<file path="src/rtl/vector_mem_unit.sv">
// Vector load/store memory stage: moves 16 half-precision lanes between a 256-bit vector and 16-bit memory.
// Build option VMEM_STRIDE_EN adds a stride input; element i then lives at base_addr + i*stride.
module vector_mem_unit #(
  parameter int LANES  = 16,
  parameter int ELEM_W = 16,
  parameter int ADDR_W = 16
) (
  input  logic                      clk,
  input  logic                      rst_n,
  input  logic                      start,
  input  logic                      is_store,
  input  logic [ADDR_W-1:0]         base_addr,
`ifdef VMEM_STRIDE_EN
  input  logic [ADDR_W-1:0]         stride,
`endif
  input  logic [LANES*ELEM_W-1:0]   store_data,
  output logic                      busy,
  output logic                      done,
  output logic [LANES*ELEM_W-1:0]   load_data,
  output logic [ADDR_W-1:0]         mem_addr,
  output logic                      mem_re,
  output logic                      mem_we,
  output logic [ELEM_W-1:0]         mem_wdata,
  input  logic [ELEM_W-1:0]         mem_rdata
);

  localparam int IDX_W = $clog2(LANES);
  localparam logic [IDX_W-1:0] LAST_IDX = IDX_W'(LANES - 1);

  localparam logic [2:0] S_IDLE       = 3'd0;
  localparam logic [2:0] S_LOAD       = 3'd1;
  localparam logic [2:0] S_LOAD_DRAIN = 3'd2;
  localparam logic [2:0] S_STORE      = 3'd3;
  localparam logic [2:0] S_DONE       = 3'd4;

  logic [2:0]              state;
  logic [IDX_W-1:0]        idx;
  logic [IDX_W-1:0]        idx_next;
  logic [IDX_W-1:0]        idx_prev;
  logic [LANES*ELEM_W-1:0] store_q;
  logic [ADDR_W-1:0]       step;

  assign idx_next = idx + IDX_W'(1);
  assign idx_prev = idx - IDX_W'(1);

  assign busy = (state != S_IDLE);
  assign done = (state == S_DONE);

  // Addresses advance incrementally by the step, so no multiplier is needed for strided access.
`ifdef VMEM_STRIDE_EN
  logic [ADDR_W-1:0] stride_q;

  always_ff @(posedge clk or negedge rst_n) begin
    if (!rst_n) begin
      stride_q <= '0;
    end else if (state == S_IDLE && start) begin
      stride_q <= stride;
    end
  end

  assign step = stride_q;
`else
  assign step = ADDR_W'(1);
`endif

  // mem_addr always holds the address of element idx; read data lags one cycle, so a
  // load writes lane idx-1 while issuing idx, and the drain state collects the final lane.
  always_ff @(posedge clk or negedge rst_n) begin
    if (!rst_n) begin
      state     <= S_IDLE;
      idx       <= '0;
      store_q   <= '0;
      load_data <= '0;
      mem_addr  <= '0;
      mem_re    <= 1'b0;
      mem_we    <= 1'b0;
      mem_wdata <= '0;
    end else begin
      case (state)
        S_IDLE: begin
          if (start) begin
            idx      <= '0;
            store_q  <= store_data;
            mem_addr <= base_addr;
            if (is_store) begin
              state     <= S_STORE;
              mem_we    <= 1'b1;
              mem_wdata <= store_data[ELEM_W-1:0];
            end else begin
              state  <= S_LOAD;
              mem_re <= 1'b1;
            end
          end
        end
        S_LOAD: begin
          if (idx != '0) begin
            load_data[ELEM_W*idx_prev +: ELEM_W] <= mem_rdata;
          end
          if (idx == LAST_IDX) begin
            mem_re <= 1'b0;
            state  <= S_LOAD_DRAIN;
          end else begin
            idx      <= idx_next;
            mem_addr <= mem_addr + step;
          end
        end
        S_LOAD_DRAIN: begin
          load_data[ELEM_W*LAST_IDX +: ELEM_W] <= mem_rdata;
          state <= S_DONE;
        end
        S_STORE: begin
          if (idx == LAST_IDX) begin
            mem_we <= 1'b0;
            state  <= S_DONE;
          end else begin
            idx       <= idx_next;
            mem_addr  <= mem_addr + step;
            mem_wdata <= store_q[ELEM_W*idx_next +: ELEM_W];
          end
        end
        S_DONE: begin
          idx   <= '0;
          state <= S_IDLE;
        end
        default: begin
          mem_re <= 1'b0;
          mem_we <= 1'b0;
          state  <= S_IDLE;
        end
      endcase
    end
  end

endmodule
</file>
<file path="config.mk">
export PLATFORM = sky130hd
export DESIGN_NAME = vector_mem_unit
export DESIGN_NICKNAME = d
export VERILOG_FILES = /design/src/rtl/vector_mem_unit.sv
export SDC_FILE = /design/constraint.sdc
export NUM_CORES = 1
export LEC_CHECK = 0
export ABC_AREA = 1
export CORE_ASPECT_RATIO = 0.5
export CORE_MARGIN = 3
export CORE_UTILIZATION = 47
export CTS_BUF_LIST = sky130_fd_sc_hd__clkbuf_8
export DETAILED_ROUTE_END_ITERATION = 16
export PLACE_DENSITY_LB_ADDON = 0.25
export SLEW_MARGIN = 10
export SYNTH_ARGS = -nofsm -noshare
export SYNTH_HDL_FRONTEND = slang
export SYNTH_SLANG_ARGS = --single-unit
</file>
<file path="constraint.sdc">
create_clock -name clk -period 3.3 [get_ports clk]
set_input_delay 0.66 -clock clk [delete_from_list [all_inputs] [get_ports clk]]
set_output_delay 0.66 -clock clk [all_outputs]
set_load 0.02 [all_outputs]
</file>
==> metrics.md <==
| Metric | Value |
|---|---|
| RSZ-0062 raised after global routing | false |
| Remaining Overflow, GRT | 0 |
| Post-synth top area cell | dfrtp_1 |
| Total CTS buffers | 81 |
| Post-Syn Nets | 3616 |
| Core Area | 53100 µm² |
| CP endpoint kind | register |
| Placer Congestion | 0.946 |
| Crit Path Category | register to register |
| Total Nets Final | between 4000 and 5000 |
| Most frequent cells after synthesis | nand2_1, dfrtp_1, nand3_1 |
| CTS H-Tree Depth | 3 |
| Yosys reg bits | between 500 and 600 |
| Area delta synth->final | 31.5% |
| Yosys top cell area share | between 50% and 60% |
| Total power | 36.1 mW |
| Pre-antenna DRT Iters | 6 |
| Internal | 19.5 mW |
| Initial antenna violation count | 11 |
| Layout cells sized above 1 | around 6.1% |
| CTS tree | done |
| Count leader, synth | nand2_1 |
| Die W | 337 µm |
| Grt met2 use | 50.5% |
| Die height | ~170 µm |
| Sequential Power Share | 32.3% |
| Hold slack final | 0.0372 ns |
| Comb pwr share | between 50% and 60% |
| Main synth FF type | dfrtp_1 |
| CTS resizes | 0 |
| Clock share of power | 16.1% |
| Fin Setup TNS | 0 ns |
| GR Util met3 | 4.74% |
| WL per Instance | 19.2 µm |
| Worst Tran Pin Value | 0.856 ns |
| Largest net degree at the start of global routing | 154 |
| Switching share of power | 45.9% |
| Remaining DRCs | 0 |
| Crit-path max FO | 32 |
| Via count | between 20000 and 25000 |
| Finish-stage setup viols | 0 |
| Syn Std Cell Area | 25800 µm² |
| Period utilisation layout | roughly nine tenths |
| Max Slew Vio Count | 0 |
| Synth top area cells | dfrtp_1, nand2_1, nand3_1 |
| DP HPWL | 63800 µm |
| MaxCap Viol Count | 0 |
| Grt peak-use layer | met2 |
| Met1 usage | 39.3% |
| CTS Hold Bufs | 0 |
| Post-DP Area | ~32000 µm² |
| Post-synthesis async set-or-reset flop share | 100% |
| Total setup buffers inserted after CTS | 0 |
| Clk sink count | 553 |
| Clk_lat worst skew | 0.66 ns |
| Clock transition at path regs | 0.06 ns |
| WP data arrival | ~3.6 ns |
| Design Area, Final | 33900 µm² |
| Yosys cell types | 32 |
| Startpoint class of the critical path | register |
| Vias in the first global route | 23700 |
| Final ANT Viol Nets | 0 |
| Global-route usage over all layers | 30.3% |
| First-pass GRT wire length | 136000 µm |
| Count of final hold-check violations | 0 |
| PD cells | 1070 nW/µm² |
| Sequential area share after synthesis | 53.7% |
| Lkg Pwr | between 15 and 20 nW |
| Outcome | finished, final reports clean |
| VDD IR-drop max | 0.724 mV |
| Synth warn | 0 |
| Clock skew | 0.0161 ns |
| Worst slew margin | a little over two fifths |
| Hold Path Class | input pin to async pin |
| Root buf cell | clkbuf_8 |
| Initial Util | 48.5% |
| FP Rows | 59 |
| Num ports | 584 |
| Post-Syn Instances | about 3300 |
| DIE AREA | 57800 µm² |
| PortBufs | 583 |
| Routed wire length | 88600 µm |
| Max Root-Sink Buffers | 3 |
| Post-synth EDFFs | 0 |
| Switching power | 16.6 mW |
| Via/cell ratio | 5.25 |
| Syn Area/Cell | 7.77 µm² |
| Fmax | 333 MHz |
| DR iter-0 viols | 2517 |
| Worst EP required | slightly below 4 ns |
| Final Critical Period | approximately 3.0 ns |
-- worst max-delay path, stage by stage (launching register included) --
cell and delay, ns:
dfrtp_4 0.51, clkinv_2 0.12, ha_1 0.23, inv_1 0.07, nand2_1 0.09, nand2_1 0.08
nor2_2 0.18, ha_2 0.38, nor2_2 0.21, nand2_4 0.14, inv_4 0.20, nand2_2 0.35
o21ai_0 0.32
-- state kept, by name, summed over array words and instances, names as in the netlist --
| register | flops |
|---|---|
| load_data | 256 |
| store_q | 256 |
| mem_addr | 16 |
| mem_wdata | 16 |
| idx | 4 |
| state | 3 |
| mem_re | 1 |
| mem_we | 1 |
-- power by group through the flow --
stage / Combinational [mW] / Sequential (mW) / Clock (mW)
after CTS: 18.5 / 11.6 / 5.88
after detailed placement: 18.5 / 11.7 / 0
final: 18.6 / 11.7 / 5.82
after global placement: 18.1 / 11.6 / 0
after floorplan: 9.35 / 13.1 / 0
after global routing: 20.4 / 12.0 / 6.20
-- worst paths after layout --
path                                    start             end  slack, ns  cells past startpoint
worst max-delay path                   idx[0]  load_data[173]       0.30                     12
worst min-delay path                    rst_n  load_data[232]       0.04                      1
worst max register to register         idx[0]  load_data[173]       0.30                     12
worst min register to register  load_data[74]   load_data[74]       0.47                      2
max in group asynchronous               rst_n   mem_wdata[14]       2.19                      2
min in group clk                load_data[74]   load_data[74]       0.47                      2
-- cell type report --
cell class / instances / area, µm²
Inverter: 316 / 1190
Clock buffer: 106 / 1460
Multi-Input combinational cell: 2254 / 9900
Timing Repair Buffer: 634 / 6350
Antenna cell: 13 / 32.5
Sequential cell: 553 / 13800
Fill cell: 4539 / 19200
Tap cell: 701 / 877
Clock inverter: 31 / 213
-- layout by cell type (no fill, tap or decap), drive strengths merged --
cell type and count:
nor3 70, clkinv 9, buf 52, dfrtp 553
nand3 313, clkdlybuf4s50 582, xnor2 2, o21ai 311
xor2 4, nand3b 1, and2 1, bufinv 3
nand4 26, ha 8, nand2 1299, clkbuf 106
diode 13, a211oi 1, nor2 163, a21oi 19
clkinvlp 2, or2 2, inv 333, o211ai 34
-- cells by family (layout without fill, tap and decap cells) --
logic type	Yosys count	in the layout	synth area share, %
xor gates and xnor gates	6	6	0.204
AOI/OAI and AO/OA	365	365	7.43
other	0	13	0
buffers and inverters	509	1087	7.96
adders and majority gates	8	8	0.389
DFF	553	553	53.7
and+or+nand+nor	1875	1875	30.3
-- per-layer routing --
| metal | vias up | share of wire (%) |
|---|---|---|
| li1 | 11500 | - |
| met1 | 11500 | 41 |
| met2 | 958 | 49 |
| met3 | 210 | 6.0 |
| met4 | 0 | 4.2 |
| met5 | - | 0 |
-- through the flow --
step	setup WS (ns)	cells	utilization, %
CTS	0.310	4595	63.7
global placement	0.420	4458	60.6
detailed placement	0.342	4458	60.6
finish	0.300	4608	63.8
global route	0.0288	4607	63.8
floorplan	0.150	3316	-
No activity file was read; power rests on OpenSTA's default activity.
